`config.mk`:
```
export PLATFORM = sky130hd
export DESIGN_NAME = rtc_bus_reader_flat
export DESIGN_NICKNAME = d
export VERILOG_FILES = /design/src/rtl/rtc_bus_reader_if.sv /design/src/rtl/rtc_bus_reader.sv /design/src/flat_wrapper.sv
export SDC_FILE = /design/constraint.sdc
export NUM_CORES = 1
export LEC_CHECK = 0
export CORE_AREA = 8 8 171 173
export CTS_CLUSTER_DIAMETER = 100
export CTS_CLUSTER_SIZE = 14
export DETAILED_ROUTE_END_ITERATION = 16
export DIE_AREA = 0 0 179 181
export SLEW_MARGIN = 40
export SYNTH_ARGS = -nofsm -noshare
export SYNTH_HDL_FRONTEND = slang
export SYNTH_SLANG_ARGS = --single-unit
```
`constraint.sdc`:
```
create_clock -name CLK -period 2.7 [get_ports CLK]
set_input_delay 0.54 -clock CLK [delete_from_list [all_inputs] [get_ports CLK]]
set_output_delay 0.54 -clock CLK [all_outputs]
set_load 0.03 [all_outputs]
```
`src/rtl/rtc_bus_reader_if.sv`:
```
// rtl/rtc_bus_reader_if.sv - multiplexed 8-bit RTC address/data bus
interface rtc_bus_reader_if;
  logic [7:0] AD_IN;
  logic [7:0] AD_OUT;
  logic       AD_OE;
  logic       CS_N;
  logic       RD_N;
  logic       WR_N;
  logic       AD_N;

  modport master (
    input  AD_IN,
    output AD_OUT, AD_OE, CS_N, RD_N, WR_N, AD_N
  );

  modport slave (
    output AD_IN,
    input  AD_OUT, AD_OE, CS_N, RD_N, WR_N, AD_N
  );
endinterface

```
`src/rtl/rtc_bus_reader.sv`:
```
// rtl/rtc_bus_reader.sv - periodic RTC scanner latching BCD date/time/timer for display
module rtc_bus_reader #(
  parameter int T_PULSE        = 8,
  parameter int T_GAP          = 4,
  parameter int REFRESH_CYCLES = 1000000
) (
  input  logic                  CLK,
  input  logic                  RST,
  input  logic                  SCAN_EN,
  input  logic                  TIMER_EN,
  input  logic                  ALARM_ACK,
  rtc_bus_reader_if.master      bus,
  output logic [7:0]            ANO,
  output logic [7:0]            MES,
  output logic [7:0]            DIA,
  output logic [7:0]            HORA,
  output logic [7:0]            MIN,
  output logic [7:0]            SEG,
  output logic [7:0]            HORAT,
  output logic [7:0]            MINT,
  output logic [7:0]            SEGT,
  output logic                  ALARMA,
  output logic                  BUSY,
  output logic                  SCAN_DONE
);

  localparam int T_MAX = (T_PULSE > T_GAP) ? T_PULSE : T_GAP;
  localparam int PW    = $clog2(T_MAX + 1);
  localparam int RW    = $clog2(REFRESH_CYCLES);
  localparam logic [PW-1:0] PULSE_LAST = PW'(T_PULSE - 1);
  localparam logic [PW-1:0] GAP_LAST   = PW'(T_GAP - 1);
  localparam logic [RW-1:0] REF_LAST   = RW'(REFRESH_CYCLES - 1);

  typedef enum logic [3:0] {
    IDLE, ADDR_SETUP, ADDR_STROBE, ADDR_HOLD,
    DATA_SETUP, DATA_STROBE, DATA_HOLD, GAP, COMMIT
  } state_t;

  state_t        state, state_nxt;
  logic [PW-1:0] tcnt, tcnt_nxt;
  logic [3:0]    idx, idx_nxt;
  logic [RW-1:0] ref_cnt;
  logic          wrap_q;
  logic          sample;
  logic          addr_phase, data_phase, commit, timer_zero;
  logic [7:0]    shadow [1:9];

  // Access 0 is the clock-to-buffer command; 1..9 are the register reads.
  function automatic logic [7:0] access_addr(input logic [3:0] i);
    case (i)
      4'd0:    access_addr = 8'hF0;
      4'd1:    access_addr = 8'h21;
      4'd2:    access_addr = 8'h22;
      4'd3:    access_addr = 8'h23;
      4'd4:    access_addr = 8'h24;
      4'd5:    access_addr = 8'h25;
      4'd6:    access_addr = 8'h26;
      4'd7:    access_addr = 8'h41;
      4'd8:    access_addr = 8'h42;
      4'd9:    access_addr = 8'h43;
      default: access_addr = 8'h00;
    endcase
  endfunction

  always_ff @(posedge CLK or negedge RST) begin
    if (!RST) begin
      ref_cnt <= '0;
      wrap_q  <= 1'b0;
    end else begin
      ref_cnt <= (ref_cnt == REF_LAST) ? '0 : ref_cnt + 1'b1;
      wrap_q  <= (ref_cnt == REF_LAST);
    end
  end

  always_comb begin
    state_nxt = state;
    tcnt_nxt  = '0;
    idx_nxt   = idx;
    sample    = 1'b0;
    case (state)
      IDLE: begin
        if (wrap_q && SCAN_EN) begin
          state_nxt = ADDR_SETUP;
          idx_nxt   = 4'd0;
        end
      end
      ADDR_SETUP: state_nxt = ADDR_STROBE;
      ADDR_STROBE: begin
        if (tcnt == PULSE_LAST) state_nxt = ADDR_HOLD;
        else                    tcnt_nxt  = tcnt + 1'b1;
      end
      ADDR_HOLD:  state_nxt = (idx == 4'd0) ? GAP : DATA_SETUP;
      DATA_SETUP: state_nxt = DATA_STROBE;
      DATA_STROBE: begin
        if (tcnt == PULSE_LAST) begin
          state_nxt = DATA_HOLD;
          sample    = 1'b1;
        end else begin
          tcnt_nxt  = tcnt + 1'b1;
        end
      end
      DATA_HOLD: state_nxt = GAP;
      GAP: begin
        if (tcnt != GAP_LAST) begin
          tcnt_nxt = tcnt + 1'b1;
        end else if (idx < 4'd9) begin
          idx_nxt   = idx + 4'd1;
          state_nxt = ADDR_SETUP;
        end else begin
          state_nxt = COMMIT;
        end
      end
      COMMIT:  state_nxt = IDLE;
      default: state_nxt = IDLE;
    endcase
    addr_phase = (state_nxt == ADDR_SETUP) || (state_nxt == ADDR_STROBE) || (state_nxt == ADDR_HOLD);
    data_phase = (state_nxt == DATA_SETUP) || (state_nxt == DATA_STROBE) || (state_nxt == DATA_HOLD);
    commit     = (state_nxt == COMMIT);
    timer_zero = (shadow[7] == 8'h00) && (shadow[8] == 8'h00) && (shadow[9] == 8'h00);
  end

  // Pins are registered from the next state so they change cleanly on the clock edge.
  always_ff @(posedge CLK or negedge RST) begin
    if (!RST) begin
      state      <= IDLE;
      tcnt       <= '0;
      idx        <= 4'd0;
      bus.CS_N   <= 1'b1;
      bus.RD_N   <= 1'b1;
      bus.WR_N   <= 1'b1;
      bus.AD_N   <= 1'b1;
      bus.AD_OE  <= 1'b0;
      bus.AD_OUT <= 8'h00;
      BUSY       <= 1'b0;
      SCAN_DONE  <= 1'b0;
    end else begin
      state      <= state_nxt;
      tcnt       <= tcnt_nxt;
      idx        <= idx_nxt;
      bus.CS_N   <= !(addr_phase || data_phase);
      bus.RD_N   <= (state_nxt != DATA_STROBE);
      bus.WR_N   <= (state_nxt != ADDR_STROBE);
      bus.AD_N   <= !addr_phase;
      bus.AD_OE  <= addr_phase;
      bus.AD_OUT <= addr_phase ? access_addr(idx_nxt) : 8'h00;
      BUSY       <= (state_nxt != IDLE);
      SCAN_DONE  <= commit;
    end
  end

  // Reads land in shadow slots; the visible registers only move together at commit.
  always_ff @(posedge CLK or negedge RST) begin
    if (!RST) begin
      for (int i = 1; i <= 9; i++) shadow[i] <= 8'h00;
      SEG    <= 8'h00;
      MIN    <= 8'h00;
      HORA   <= 8'h00;
      DIA    <= 8'h00;
      MES    <= 8'h00;
      ANO    <= 8'h00;
      SEGT   <= 8'h00;
      MINT   <= 8'h00;
      HORAT  <= 8'h00;
      ALARMA <= 1'b0;
    end else begin
      if (sample) shadow[idx] <= bus.AD_IN;
      if (commit) begin
        SEG   <= shadow[1];
        MIN   <= shadow[2];
        HORA  <= shadow[3];
        DIA   <= shadow[4];
        MES   <= shadow[5];
        ANO   <= shadow[6];
        SEGT  <= shadow[7];
        MINT  <= shadow[8];
        HORAT <= shadow[9];
      end
      if (commit && TIMER_EN && timer_zero) ALARMA <= 1'b1;
      else if (ALARM_ACK || !TIMER_EN)      ALARMA <= 1'b0;
    end
  end

endmodule

```
`src/flat_wrapper.sv`:
```
// flat-port wrapper written by rule: the top's interface ports become plain ports
module rtc_bus_reader_flat 
#(
  parameter int T_PULSE        = 8,
  parameter int T_GAP          = 4,
  parameter int REFRESH_CYCLES = 1000000
)
  (CLK, RST, SCAN_EN, TIMER_EN, ALARM_ACK, ANO, MES, DIA, HORA, MIN, SEG, HORAT, MINT, SEGT, ALARMA, BUSY, SCAN_DONE, bus_AD_IN, bus_AD_OUT, bus_AD_OE, bus_CS_N, bus_RD_N, bus_WR_N, bus_AD_N);
  rtc_bus_reader_if bus_i ();
  input  logic CLK;
  input  logic RST;
  input  logic SCAN_EN;
  input  logic TIMER_EN;
  input  logic ALARM_ACK;
  output logic [7:0] ANO;
  output logic [7:0] MES;
  output logic [7:0] DIA;
  output logic [7:0] HORA;
  output logic [7:0] MIN;
  output logic [7:0] SEG;
  output logic [7:0] HORAT;
  output logic [7:0] MINT;
  output logic [7:0] SEGT;
  output logic ALARMA;
  output logic BUSY;
  output logic SCAN_DONE;
  input wire logic [$bits(bus_i.AD_IN)-1:0] bus_AD_IN;
  output wire logic [$bits(bus_i.AD_OUT)-1:0] bus_AD_OUT;
  output wire logic [$bits(bus_i.AD_OE)-1:0] bus_AD_OE;
  output wire logic [$bits(bus_i.CS_N)-1:0] bus_CS_N;
  output wire logic [$bits(bus_i.RD_N)-1:0] bus_RD_N;
  output wire logic [$bits(bus_i.WR_N)-1:0] bus_WR_N;
  output wire logic [$bits(bus_i.AD_N)-1:0] bus_AD_N;
  assign bus_i.AD_IN = bus_AD_IN;
  assign bus_AD_OUT = bus_i.AD_OUT;
  assign bus_AD_OE = bus_i.AD_OE;
  assign bus_CS_N = bus_i.CS_N;
  assign bus_RD_N = bus_i.RD_N;
  assign bus_WR_N = bus_i.WR_N;
  assign bus_AD_N = bus_i.AD_N;
  rtc_bus_reader #(.T_PULSE(T_PULSE), .T_GAP(T_GAP), .REFRESH_CYCLES(REFRESH_CYCLES)) u_core (.CLK(CLK), .RST(RST), .SCAN_EN(SCAN_EN), .TIMER_EN(TIMER_EN), .ALARM_ACK(ALARM_ACK), .bus(bus_i), .ANO(ANO), .MES(MES), .DIA(DIA), .HORA(HORA), .MIN(MIN), .SEG(SEG), .HORAT(HORAT), .MINT(MINT), .SEGT(SEGT), .ALARMA(ALARMA), .BUSY(BUSY), .SCAN_DONE(SCAN_DONE));
endmodule
```
==> metrics.txt, run 1 <==
run status complete, no violations; GRT Total Usage 0.116; max incr delay on CP 520 ps; final WL 18.6 mm; wire length per cell 16.1 um; syn nets 717; clk_lat worst skew 430 ps; critical path arrival 2880 ps; multi-input logic area 2840 um^2; CTS Sinks 191; post-synthesis instance total 697; Worst setup SP type register; RSZ-0062 raised after global routing no; Synth-to-Final Area Change 26.5%; Non-Filler Instances 1,154; pre-CTS WS -35.2 ps; first-pass GRT wire length 29.7 mm; min Tclk post-route 2520 ps; cts hold-fix bufs 0; pwr dens 573 nW/um^2; die width 179 um; drt drc 0; PortBufs 99; grt ovf 0; postcts setup bufs 0; Worst slew margin 0.604; Yosys cell types 61; total leakage power 4.53 nW; final antenna-violating net count 0; Highest Clock Rate 0.396 GHz; Worst Path Required 3050 ps; fill cell count 2,597; Final Hold Viols 0; Final Max Slew Viols 0; wire length on met2 8.57 mm; core area 26,500 um^2; worst setup margin 176 ps; share of the synthesized area in the top cell type 0.601; Synth Register Bits 191; n_diodes 0; top_reg_cell synth dfrtp_1; clock root cell clkbuf_16; share of cells above drive strength 1 0.162; top sig layer met5; max-capacitance violation count 0; Starting Density 0.294; met3 routed WL 1.38 mm; Hold Slack 107 ps; combinational power share 0.029; placed cell count 1,121; synth top area cells dfrtp_1 60%, nand2_1 11%, mux2_2 9.8%; global placement routability congestion 0.779; R2R setup slack 180 ps; clock share of power 0.449; cts bufs inserted 17; CP top delay family simple AND/OR/NAND/NOR gates; pin count of the biggest net entering global routing 75; Ys Warns 0; EDFF count, synth 0; Final period util 0.935; setup skew after layout 14.8 ps; endpoints failing setup 0; Die Height 181 um; CP Max Fanout 6; IR drop worst, VDD 363 uV; Power, Total 5.64 mW; cells along the critical path ha_2 -> or3b_2 -> a211oi_2 -> mux2_2 -> or4_1 -> a21oi_1; critical path class register to register; clock buffer depth 2; switching share of power 0.246; slowest CP cell or4_1; sequential-to-total area share from yosys stat 0.615; clk slew on worst S/H paths 70 ps; Buf/Inv on CP 0; initial antenna violation count 1; Int Power 4.25 mW; Hold WC Path Type input pin to asynchronous set/reset pin; DR vias 5,309; Post-synth ARST share 1.00; DRT Pass-1 Iters 4; storage element area 4780 um^2; Mapped Area 7780 um^2; Reg power frac 0.523; HPWL after detailed placement 12.4 mm; final setup TNS 0 ps; Metal-1 WL 8.52 mm; leading area contributor after synthesis dfrtp_1; slew of the pin with the lowest slew margin 591 ps; vias in the first global route 5,309; initial drt markers 403; fin nets 820; I/O pins 101; syn avg cell area 11.2 um^2; Critical Path End Type register; Placement Rows 60; htree depth 4; CTS tree yes; Die ar. 32,400 um^2; Via density 4.60; Switching Power 1.39 mW
sequential cells by signal, summed over array words and instances (netlist names), 4 cells and up:
register,flops
u_core.HORAT,8
u_core.shadow,72
u_core.state,4
u_core.MIN,8
u_core.SEG,8
u_core.ref_cnt,20
u_core.bus.AD_OUT,6
u_core.MINT,8
u_core.tcnt,4
u_core.idx,4
u_core.ANO,8
u_core.SEGT,8
u_core.DIA,8
u_core.MES,8
u_core.HORA,8
placed cells by master, fill, tap and decap left out, types with 3 or more instances in the layout:
master,instances
nand2_1,231
a211oi_1,3
nand4_1,6
nand2b_1,3
nor2_1,23
xnor2_1,14
clkbuf_16,17
nor4_1,9
inv_1,13
clkinv_8,5
o21ai_0,4
dfstp_2,4
inv_8,3
nand3_1,17
nor3_1,8
nand2_4,4
buf_12,4
mux2_2,68
ha_1,6
and3_1,3
and4_1,4
nand4b_1,3
dfrtp_1,187
buf_4,8
a21oi_1,5
inv_6,3
clkdlybuf4s50_1,98
nor3b_1,3
mux2_1,5
xor2_1,6
layout make-up:
type / count / share of cell area
multi-input combinational: 465 / 0.288
timing repair buffer: 111 / 0.115
sequential: 191 / 0.486
clock buffer: 18 / 0.0446
inverter: 14 / 0.00534
clock inverter: 14 / 0.0169
tap: 341 / 0.0434
power groups by stage:
stage                     Clock, mW  Sequential [mW]  Combinational [mW]
after global routing           2.71             2.95               0.183
after floorplan                   0             2.99              0.0531
after CTS                      2.60             2.95               0.169
after global placement            0             3.00               0.165
after detailed placement          0             3.00               0.169
final                          2.53             2.95               0.162
worst reg2reg max path: cells and delay by family, from the launching register on:
kind / cells / cell delay (ps)
simple gates: 2 / 1030
fa+ha+maj: 1 / 230
compound gates: 2 / 390
flops: 1 / 380
mux: 1 / 420
kinds of logic after synthesis:
family | after synthesis | synth area share
buffers and inverters | 41 | 0.0228
xor gates and xnor gates | 20 | 0.0225
muxes | 74 | 0.107
AOI/OAI and AO/OA | 29 | 0.0270
DFF | 191 | 0.615
adders and majority gates | 7 | 0.0113
and+or+nand+nor | 334 | 0.194
other | 1 | 0.000482
synth_stat cells (all sizes together) (2+ instances only):
master / n
nor4: 9
a21oi: 5
dfstp: 4
nand2b: 3
and4: 4
nand2: 235
o22ai: 2
dfrtp: 187
nor2b: 2
nor3: 9
nor3b: 4
nand3b: 2
or2: 2
mux2: 73
clkbuf: 14
or3: 3
buf: 13
xor2: 6
and3: 3
inv: 14
nand4b: 3
nand3: 17
a211oi: 4
ha: 7
o21ai: 4
nor2: 23
a211o: 2
o31ai: 3
nand4: 6
xnor2: 14
or4: 2
metal layers:
layer	global-route usage	vias up
li1	-	2533
met1	0.154	2652
met2	0.178	109
met3	0.0444	13
met4	0.0248	2
met5	0	-
path summary, 6_finish.rpt:
path,from,end,cells after the start
worst max-delay path,u_core.tcnt[0],u_core.bus.AD_OUT[6],6
worst min-delay path,RST,u_core.ref_cnt[7],1
worst max register to register,u_core.tcnt[0],u_core.bus.AD_OUT[6],6
worst min register to register,u_core.shadow[29],u_core.ANO[5],2
max in group asynchronous,RST,u_core.shadow[10],2
min in group CLK,u_core.shadow[29],u_core.ANO[5],2
per-stage QoR:
stage | utilization | cell area, um^2
3_3_place_gp | 0.347 | 9200
2_1_floorplan | - | 7780
5_1_grt | 0.371 | 9840
3_5_place_dp | 0.347 | 9200
6_report | 0.371 | 9840
4_1_cts | 0.370 | 9810
what timing repair did:
action,CTS,global route
endpoints found under the setup margin,2,3
gates cloned,0,0
resized for setup,1,2
No activity file was read; power rests on OpenSTA's default activity.
==> run 2, diff against run 1 <==
- ABC_AREA: not set -> 1
- TNS_END_PERCENT: not set -> 50
==> metrics.txt, run 2 <==
Buf/Inv on CP 1; cts bufs inserted 17; share of the synthesized area in the top cell type 0.599; IR drop worst, VDD 408 uV; Post-synth ARST share 1.00; commonest cells in the netlist 336 x nand2_1, 187 x dfrtp_1, 57 x inv_1; max incr delay on CP 670 ps; clock root cell clkbuf_16; initial drt markers 406; total leakage power 4.71 nW; grt peak-use layer met2; setup skew after layout 18.7 ps; cells along the critical path clkdlybuf4s50_1; Worst Path Required 2160 ps; most numerous cell in the Yosys netlist nand2_1; wire length per cell 14.5 um; die width 179 um; Yosys cell types 38; Starting Density 0.295; CTS tree yes; Hold WC Path Type input pin to asynchronous set/reset pin; CTS Sinks 191; Die Height 181 um; fin nets 976; critical path arrival 1620 ps; run status complete, no violations; grt ovf 0; met1 GRT Util 0.159; top_reg_cell synth dfrtp_1; DRT Pass-1 Iters 4; Placement Rows 60; Synth Register Bits 191; Critical Path End Type primary output; Post-CTS Resized 0; Ys Warns 0; vias in the first global route 5,761; HPWL after detailed placement 12.8 mm; cts hold-fix bufs 0; htree depth 4; Hold Slack 47.1 ps; final antenna-violating net count 0; final setup TNS 0 ps; CP Max Fanout 1; clock buffer depth 2; core area 26,500 um^2; clk slew on worst S/H paths 80 ps; placed cell count 1,278; endpoints failing setup 0; share of cells above drive strength 1 0.0774; Via density 4.42; Final Max Slew Viols 0; syn avg cell area 9.12 um^2; Power, Total 5.59 mW; final core utilization 0.371; Die ar. 32,400 um^2; n_diodes 0; global placement routability congestion 0.813; slew of the pin with the lowest slew margin 578 ps; CP top delay family buffers and inverters; Worst slew margin 0.615; reg2reg path depth 12; critical path class register to primary output; pwr dens 569 nW/um^2; synth top area cells dfrtp_1 60%, nand2_1 16%, o21ai_0 3.5%; first-pass GRT wire length 30.9 mm; PortBufs 99; Final Hold Viols 0; leading cell type in the layout, fill and taps excluded nand2_1; Top reg by flops u_core.shadow; Mapped Area 7820 um^2; initial antenna violation count 0; R2R setup slack 750 ps; I/O pins 101; EDFF count, synth 0; slowest CP cell clkdlybuf4s50_1; postcts setup bufs 0; met3 usage 0.0265; Largest regs u_core.shadow x72, u_core.ref_cnt x20; GRT Total Usage 0.120; final WL 19.0 mm; reg2reg end u_core.bus.AD_OUT[1]; RSZ-0062 raised after global routing no; Worst setup SP type register; Non-Filler Instances 1,310; syn nets 877; Highest Clock Rate 0.462 GHz; max-capacitance violation count 0; Final period util 0.801; leading area contributor after synthesis dfrtp_1; post-synthesis instance total 857; pin count of the biggest net entering global routing 81; max reg flops 72; Synth-to-Final Area Change 25.7%; drt drc 0; clk_lat worst skew 440 ps; min Tclk post-route 2160 ps; most frequent cells in the layout 336 x nand2_1, 187 x dfrtp_1, 98 x clkdlybuf4s50_1; sequential-to-total area share from yosys stat 0.612; met2 global-route usage 0.191; DR vias 5,796; r2r startpoint u_core.idx[0]
-- run 2: metal layers --
layer | part of all wire | vias up
met5 | 0 | -
met4 | 0.0091 | 0
met3 | 0.053 | 12
met2 | 0.46 | 99
met1 | 0.47 | 2778
li1 | - | 2907
-- run 2: cells by family after synthesis --
| group | after synthesis | synth area share |
|---|---|---|
| adder cells (fa/ha/maj) | 7 | 0.0112 |
| other | 1 | 0.000480 |
| XOR/XNOR | 12 | 0.0134 |
| AO/OA/AOI/OAI | 100 | 0.0658 |
| buffers and inverters | 91 | 0.0507 |
| AND/OR/NAND/NOR | 455 | 0.246 |
| flip-flops | 191 | 0.612 |
-- run 2: final cells by class --
class / instances / area, um^2
Clock buffer: 17 / 425
Clock inverter: 15 / 211
Fill cell: 2703 / 16700
Inverter: 65 / 246
Multi-Input combinational cell: 575 / 2640
Sequential cell: 191 / 4780
Tap cell: 341 / 427
Timing Repair Buffer: 106 / 1080
-- run 2: report_power, final --
group | total (mW) | leakage [nW] | internal, mW | switching (mW)
registers | 2.86 | 1.87 | 2.86 | 0
logic | 0.113 | 2.54 | 0.0245 | 0.0886
clock network | 2.62 | 0.303 | 1.36 | 1.26
-- run 2: how the worst max path moves through the flow --
stage / startpoint / to / depth (start not counted)
after floorplan: u_core.idx[0] / u_core.bus.AD_OUT[1] / 12
after global placement: SCAN_EN / u_core.bus.AD_OUT[1] / 13
after detailed placement: SCAN_EN / u_core.bus.AD_OUT[0] / 13
after CTS: u_core.bus.RD_N / bus_RD_N / 1
after global routing: u_core.bus.RD_N / bus_RD_N / 1
final: u_core.bus.AD_N / bus_AD_N / 1
-- run 2: per-stage QoR --
stage	setup slack, ps	area, um^2
6_report	537	9820
5_1_grt	479	9820
4_1_cts	493	9820
3_5_place_dp	671	9190
3_3_place_gp	703	9190
2_1_floorplan	1050	7820
==> run 3, diff against run 2 <==
- clock period: 2.7 -> 1.8 ns (I/O delays scaled with it)
==> metrics.txt, run 3 (synthesized netlist as in run 2, its figures left out) <==
Worst Path Required 1440 ps; CP top delay family flip-flops; Via density 4.43; n_diodes 0; cells along the critical path dlygate4sd2_1; global placement routability congestion 0.804; CTS tree yes; R2R setup slack 110 ps; final setup TNS 0 ps; pwr dens 815 nW/um^2; Placement Rows 60; Die ar. 32,400 um^2; r2r startpoint u_core.tcnt[0]; setup skew after layout 13.4 ps; leading cell type in the layout, fill and taps excluded nand2_1; Power, Total 8.23 mW; Final Max Slew Viols 0; Worst path depth 1; endpoints failing setup 0; share of cells above drive strength 1 0.120; clock buffer depth 2; max incr delay on CP 520 ps; max reg flops 72; reg2reg end u_core.bus.AD_OE; first-pass GRT wire length 31.4 mm; fill cell count 2,663; run status complete, no violations; RSZ-0062 raised after global routing yes; DRT Pass-1 Iters 5; Worst setup SP type register; initial drt markers 440; critical path arrival 1360 ps; slowest CP cell dfstp_2; critical path class register to primary output; worst setup margin 76.0 ps; Final Hold Viols 0; Buf/Inv on CP 1; reg2reg path depth 10; I/O pins 101; Highest Clock Rate 0.580 GHz; Critical Path Start u_core.bus.RD_N; clk_lat worst skew 430 ps; clk slew on worst S/H paths 70 ps; IR drop worst, VDD 618 uV; placed cell areas 9460 um^2; most frequent cells in the layout 331 x nand2_1, 187 x dfrtp_1, 86 x dlygate4sd2_1; PortBufs 99; Post-Layout Inst Area 10,100 um^2; total leakage power 4.79 nW; Non-Filler Instances 1,338; pre-CTS WS -45.0 ps; Final period util 0.958; htree depth 4; Largest regs u_core.shadow x72, u_core.ref_cnt x20; clock root cell clkbuf_16; wire length per cell 14.3 um; pin count of the biggest net entering global routing 81; slew of the pin with the lowest slew margin 597 ps; min Tclk post-route 1720 ps; grt ovf 0; drt drc 0; Critical Path End Type primary output; Synth-to-Final Area Change 29.1%; CP Max Fanout 1; final WL 19.2 mm; placed cell count 1,301; GRT Total Usage 0.121; die width 179 um; Starting Density 0.295; core area 26,500 um^2; CTS Sinks 191; Worst slew margin 0.602; DR vias 5,927; fin nets 1,004; Hold WC Path Type input pin to asynchronous set/reset pin; final antenna-violating net count 0; max-capacitance violation count 0; final core utilization 0.381; Hold Slack 464 ps; Die Height 181 um; vias in the first global route 5,914; Top reg by flops u_core.shadow; initial antenna violation count 0; HPWL after detailed placement 13.0 mm; cts bufs inserted 17
run 3: report_power, final:
group / internal, mW / leakage (nW) / total, mW / switching (mW)
sequential: 4.29 / 1.87 / 4.29 / 0
clock: 2.00 / 0.291 / 3.75 / 1.75
combinational: 0.0491 / 2.63 / 0.186 / 0.137
run 3: worst max-delay path by stage:
| stage | slack (ps) | to |
|---|---|---|
| floorplan | 150 | u_core.bus.AD_OUT[1] |
| finish | 80 | bus_RD_N |
| CTS | 7 | BUSY |
| global placement | -20 | u_core.bus.AD_OUT[2] |
| global route | -20 | u_core.bus.AD_OE |
| detailed placement | -40 | u_core.bus.AD_OUT[1] |
run 3: timing repair:
item / 4_1_cts / 5_1_grt
endpoints found under the hold margin: 47 / 0
endpoints found under the setup margin: 90 / 79
buffers inserted: 0 / 4
resized for setup: 87 / 27
hold buffers: 1 / 0
pin swaps: 0 / 7
run 3: cell type report:
type	instances	area, um^2	area share
clock buffers	18	439	0.0435
clock inverters	14	151	0.0150
inverters	65	251	0.0249
multi-input cells	575	2750	0.272
flip-flops and latches	191	4780	0.474
well taps	341	427	0.0423
repair buffers	134	1290	0.128
run 3: per-layer routing:
metal  vias up  share of wire  global-route usage
li1       2968              -                   -
met3        20          0.050              0.0261
met2       121           0.46               0.193
met1      2818           0.48               0.160
met5         -              0                   0
met4         0          0.015              0.0407
